File: config.mk
export PLATFORM = sky130hd
export DESIGN_NAME = spike_rate_encoder
export DESIGN_NICKNAME = d
export VERILOG_FILES = /design/src/rtl/lif_pkg.sv /design/src/rtl/rate_channel.sv /design/src/rtl/spike_rate_encoder.sv
export SDC_FILE = /design/constraint.sdc
export NUM_CORES = 1
export LEC_CHECK = 0
export CORE_UTILIZATION = 35
export DETAILED_ROUTE_END_ITERATION = 16
export PLACE_DENSITY_LB_ADDON = 0.12
export SLEW_MARGIN = 20
export SYNTH_ARGS = -nofsm -noshare
export SYNTH_HDL_FRONTEND = slang
export SYNTH_SLANG_ARGS = --single-unit
File: constraint.sdc
create_clock -name clk -period 6.1 [get_ports clk]
set_input_delay 1.83 -clock clk [delete_from_list [all_inputs] [get_ports clk]]
set_output_delay 1.83 -clock clk [all_outputs]
set_load 0.05 [all_outputs]
File: src/rtl/lif_pkg.sv
// Shared types and default sizing for the LIF neuron front end.
package lif_pkg;

  localparam int LIF_SYNAPSES   = 32;
  localparam int LIF_VALUE_BITS = 8;
  localparam int LIF_STEPS      = 16;

  typedef enum logic [1:0] {
    IDLE = 2'd0,
    LOAD = 2'd1,
    RUN  = 2'd2
  } enc_state_t;

endpackage

File: src/rtl/rate_channel.sv
// One synapse of the rate coder: stored intensity plus a phase accumulator.
// Spike is the carry of acc+intensity, combinational from registered state only.
module rate_channel #(
  parameter int VALUE_BITS = 8
) (
  input  logic                  clk,
  input  logic                  rst_n,
  input  logic                  wr_i,
  input  logic [VALUE_BITS-1:0] wr_dat_i,
  input  logic                  clr_acc_i,
  input  logic                  adv_i,
  output logic                  spike_o
);

  logic [VALUE_BITS-1:0] intensity_q;
  logic [VALUE_BITS-1:0] acc_q;
  logic [VALUE_BITS:0]   acc_sum;

  assign acc_sum = {1'b0, acc_q} + {1'b0, intensity_q};
  assign spike_o = acc_sum[VALUE_BITS];

  always_ff @(posedge clk or negedge rst_n) begin
    if (!rst_n) begin
      intensity_q <= '0;
      acc_q       <= '0;
    end else begin
      if (wr_i) intensity_q <= wr_dat_i;
      if (clr_acc_i)  acc_q <= '0;
      else if (adv_i) acc_q <= acc_sum[VALUE_BITS-1:0];
    end
  end

endmodule

File: src/rtl/spike_rate_encoder.sv
// Loads one intensity per synapse, then streams STEPS rate-coded spike vectors.
// Load: 1 byte/cycle; first vector valid the cycle after the last byte; stalls hold all state.
module spike_rate_encoder
  import lif_pkg::*;
#(
  parameter int SYNAPSES   = LIF_SYNAPSES,
  parameter int VALUE_BITS = LIF_VALUE_BITS,
  parameter int STEPS      = LIF_STEPS
) (
  input  logic                  clk,
  input  logic                  rst_n,
  input  logic                  clear,
  input  logic                  load_valid,
  input  logic [VALUE_BITS-1:0] load_data,
  output logic                  load_ready,
  input  logic                  start,
  output logic                  out_valid,
  input  logic                  out_ready,
  output logic [SYNAPSES-1:0]   out_spikes,
  output logic                  busy,
  output logic                  frame_done
);

  localparam int IDX_W  = (SYNAPSES > 1) ? $clog2(SYNAPSES) : 1;
  localparam int STEP_W = (STEPS > 1) ? $clog2(STEPS) : 1;

  enc_state_t        state_q;
  logic [IDX_W-1:0]  idx_q;
  logic [STEP_W-1:0] step_q;
  logic              frame_done_q;

  logic load_hs, last_load, start_go, out_hs, last_step, clr_acc;
  logic [SYNAPSES-1:0] chan_spikes;

  assign load_ready = (state_q != RUN);
  assign out_valid  = (state_q == RUN);
  assign busy       = (state_q != IDLE);
  assign frame_done = frame_done_q;
  assign out_spikes = out_valid ? chan_spikes : '0;

  // clear masks every handshake so nothing moves in an abort cycle
  assign load_hs   = load_valid & load_ready & ~clear;
  assign last_load = load_hs & (state_q == LOAD) & (idx_q == IDX_W'(SYNAPSES - 1));
  assign start_go  = ~clear & (state_q == IDLE) & ~load_valid & start;
  assign out_hs    = out_valid & out_ready & ~clear;
  assign last_step = out_hs & (step_q == STEP_W'(STEPS - 1));
  assign clr_acc   = clear | start_go | last_load;

  for (genvar g = 0; g < SYNAPSES; g++) begin : g_chan
    rate_channel #(
      .VALUE_BITS (VALUE_BITS)
    ) u_chan (
      .clk       (clk),
      .rst_n     (rst_n),
      .wr_i      (load_hs & (idx_q == IDX_W'(g))),
      .wr_dat_i  (load_data),
      .clr_acc_i (clr_acc),
      .adv_i     (out_hs),
      .spike_o   (chan_spikes[g])
    );
  end

  always_ff @(posedge clk or negedge rst_n) begin
    if (!rst_n) begin
      state_q      <= IDLE;
      idx_q        <= '0;
      step_q       <= '0;
      frame_done_q <= 1'b0;
    end else if (clear) begin
      state_q      <= IDLE;
      idx_q        <= '0;
      step_q       <= '0;
      frame_done_q <= 1'b0;
    end else begin
      frame_done_q <= last_step;
      case (state_q)
        IDLE: begin
          if (load_hs) begin
            idx_q   <= IDX_W'(1);
            state_q <= LOAD;
          end else if (start_go) begin
            step_q  <= '0;
            state_q <= RUN;
          end
        end
        LOAD: begin
          if (last_load) begin
            idx_q   <= '0;
            step_q  <= '0;
            state_q <= RUN;
          end else if (load_hs) begin
            idx_q <= idx_q + IDX_W'(1);
          end
        end
        RUN: begin
          if (last_step) begin
            step_q  <= '0;
            state_q <= IDLE;
          end else if (out_hs) begin
            step_q <= step_q + STEP_W'(1);
          end
        end
        default: state_q <= IDLE;
      endcase
    end
  end

endmodule
==> summary.txt <==
final WL - 72.1 mm
fmax - 184 MHz
Layout Utilization - 0.397
Clock Skews - 0.0195 ns
Fin. Hold Viols - 0
overall routing resource usage - 0.171
CTS sink cnt - 524
Vias - 21200
layout cells sized above 1 - 0.140
CP startpoint kind - register
setup TNS - 0 ns
number of CTS-inserted buffers - 61
root buffer cell - clkbuf_16
Crit. End Element - output pin
Yosys cell types - 53
post-DR vias/cell - 5.37
Cell Area, Synth - 29500 sq um
HP Class - reg2reg
count leader, synth - dfrtp_1
area grow syn2layout - 12.5%
Worst R2R End - g_chan[16].u_chan.acc_q[3]$_DFFE_PN0P_
Final #Nets - 3125
Synth Area in Compound Gates - 0.182
Max-slew headroom - 0.290
fin cells - 3951
die span in x - 292 um
Synth top area share - 0.445
input/output buffers - 49
die height - 292 um
Tmin final - 5.44 ns
arrival time worst endpoint - 3.61 ns
Mapped Cells - 2780
RSZ-0062 raised after global routing - no
post-synthesis xor/xnor area fraction - 0.0362
Core Box Area - 83600 sq um
top cells by count, synth - 524 x dfrtp_1, 437 x o21ai_0, 290 x nand2_1, 263 x ha_1, 254 x mux2_2
flop2flop setup slack - 2.64 ns
Initial Utilization - 0.353
IO Count - 50
Placed Cells - 3833
Hold Path Depth - 2
Leak - 16.6 nW
synth warn - 0
Avg Cell Area, Syn - 10.6 sq um
Post-Syn Nets - 3089
RePlAce Congestion - 0.786
CTS H-tree lvls - 2
first-pass GRT wire length - 118 mm
Crit Path Max Fanout - 26
Adder-Cell Fraction of Synth Area - 0.133
Total Die Area - 85400 sq um
post-synth top area cell - dfrtp_1
sequential element share of the synthesized area - 0.445
antenna violations before repair - 4
Worst setup startpoint - state_q[0]$_DFFE_PN0P_
mean routed wirelength per cell - 18.2 um
Clock power frac - 0.464
synthesis-stage register bit count - 524
ranking of synthesized cells by area - dfrtp_1 44%, ha_1 11%, mux2_2 9.7%
internal power - 5.87 mW
Power Dens Cells - 236 nW/um^2
Slew Limit Fails - 0
largest net degree at the start of global routing - 124
postcts setup bufs - 0
Clock Path Buffers - 3
largest family of logic cells by synthesized area - compound AO/OA/AOI/OAI gates
ANT nets after route - 0
Slew @ Worst Pin - 1.06 ns
Post-Synth Simple-Gate Area - 0.0851
hold buffers post-CTS - 0
FP Rows - 106
Flop pwr share - 0.458
worst skew pair latency - 0.63 ns
share of power burned in combinational logic - 0.078
post-synthesis mux area share - 0.0977
drc violations - 0
final hold slack - 0.482 ns
Net Switching - 1.95 mW
gr ovfl total - 0
Max IR drop VDD - 0.251 mV
R2R cell count - 6
status - completed
Synth async-reset ratio - 1.00
Max Cap Viol - 0
initial DRC count - 1011
vias in the first global route - 22000
CP endpoint - out_spikes[0]
switching portion of total power - 0.250
RR Startpoint - state_q[0]$_DFFE_PN0P_
worst endpoint required time - 4.27 ns
period utilization - 0.892
CTS tree - yes
Most used DFF post-synth - dfrtp_1
hpwl dp - 43.4 mm
EDFF count, synth - 0
Reg clk slew, reported paths - 0.06 ns
Crit Path Category - reg2out
TritonRoute pass-1 iters - 5
final setup vio count - 0
post_cts resized - 0
layout by cell type (no fill, tap or decap), drive strengths merged, types with 13 or more instances in the layout:
| cell | n |
|---|---|
| a221oi | 31 |
| clkinv | 16 |
| o21ai | 437 |
| nand3 | 13 |
| ha | 263 |
| mux2 | 256 |
| nor2 | 100 |
| a211oi | 64 |
| clkdlybuf4s50 | 40 |
| o211a | 31 |
| clkbuf | 94 |
| inv | 55 |
| xor2 | 87 |
| a31oi | 33 |
| fa | 32 |
| a21oi | 106 |
| nand2 | 290 |
| buf | 32 |
| nor3 | 51 |
| a21o | 34 |
| nand2b | 35 |
| o211ai | 23 |
| a22o | 87 |
| xnor2 | 35 |
| nor2b | 43 |
| dfrtp | 524 |
metal layers:
metal	track usage	routed length, um	part of all wire	vias to the layer above
met4	0.0438	1560	0.022	2
li1	-	-	-	10300
met3	0.0241	2450	0.034	94
met1	0.240	35400	0.49	10600
met2	0.278	32600	0.45	266
met5	0	12	0.00017	-
layout make-up:
class                      count  area [sq um]
clock inverter                20           156
sequential                   524         13100
timing repair buffer          72           728
fill                        8034         50400
tap                         1080          1350
multi-input combinational   2103         15800
inverter                      54           203
antenna                        4          10.0
clock buffer                  94          1840
cells by family (layout without fill, tap and decap cells):
| group | Yosys count | count (layout) |
|---|---|---|
| simple gates | 558 | 558 |
| mux | 256 | 256 |
| xor+xnor | 122 | 122 |
| other cells | 0 | 4 |
| flops | 524 | 524 |
| buf+inv | 153 | 240 |
| fa+ha+maj | 295 | 295 |
| compound gates | 872 | 872 |
flip-flops by register name, summed over array words and instances (netlist names):
register and cells:
state_q 2, step_q 4, g_chan.u_chan.acc_q 256, idx_q 5, g_chan.u_chan.intensity_q 256, frame_done 1
worst max-delay path, stage by stage (launching register included):
cell	delay, ns
dfrtp_1	0.48
and2b_2	0.95
inv_1	0.39
a21oi_1	0.30
clkdlybuf4s50_1	0.85
power by group through the flow:
stage          Clock, mW  Sequential, mW  Combinational [mW]
2_1_floorplan          0            3.63               0.358
3_3_place_gp           0            3.64               0.615
3_5_place_dp           0            3.65               0.626
4_1_cts             3.78            3.58               0.628
5_1_grt             3.91            3.59               0.686
6_report            3.63            3.58               0.610
stage by stage:
stage,power [mW],instance area (sq um),setup slack [ns]
2_1_floorplan,3.99,29500,2.32
3_3_place_gp,4.26,31200,1.34
3_5_place_dp,4.27,31200,1.29
4_1_cts,7.99,33200,0.597
5_1_grt,8.18,33200,0.511
6_report,7.82,33200,0.660
worst min-delay path by stage:
stage,start,endpoint,slack [ns]
floorplan,g_chan[0].u_chan.acc_q[6]$_DFFE_PN0P_,g_chan[0].u_chan.acc_q[6]$_DFFE_PN0P_,0.45
global placement,g_chan[0].u_chan.acc_q[6]$_DFFE_PN0P_,g_chan[0].u_chan.acc_q[6]$_DFFE_PN0P_,0.47
detailed placement,g_chan[0].u_chan.acc_q[6]$_DFFE_PN0P_,g_chan[0].u_chan.acc_q[6]$_DFFE_PN0P_,0.47
CTS,g_chan[0].u_chan.acc_q[6]$_DFFE_PN0P_,g_chan[0].u_chan.acc_q[6]$_DFFE_PN0P_,0.48
global route,g_chan[1].u_chan.acc_q[3]$_DFFE_PN0P_,g_chan[1].u_chan.acc_q[3]$_DFFE_PN0P_,0.51
finish,g_chan[0].u_chan.acc_q[6]$_DFFE_PN0P_,g_chan[0].u_chan.acc_q[6]$_DFFE_PN0P_,0.48
Note: power is estimated with default switching activity, not from simulation.
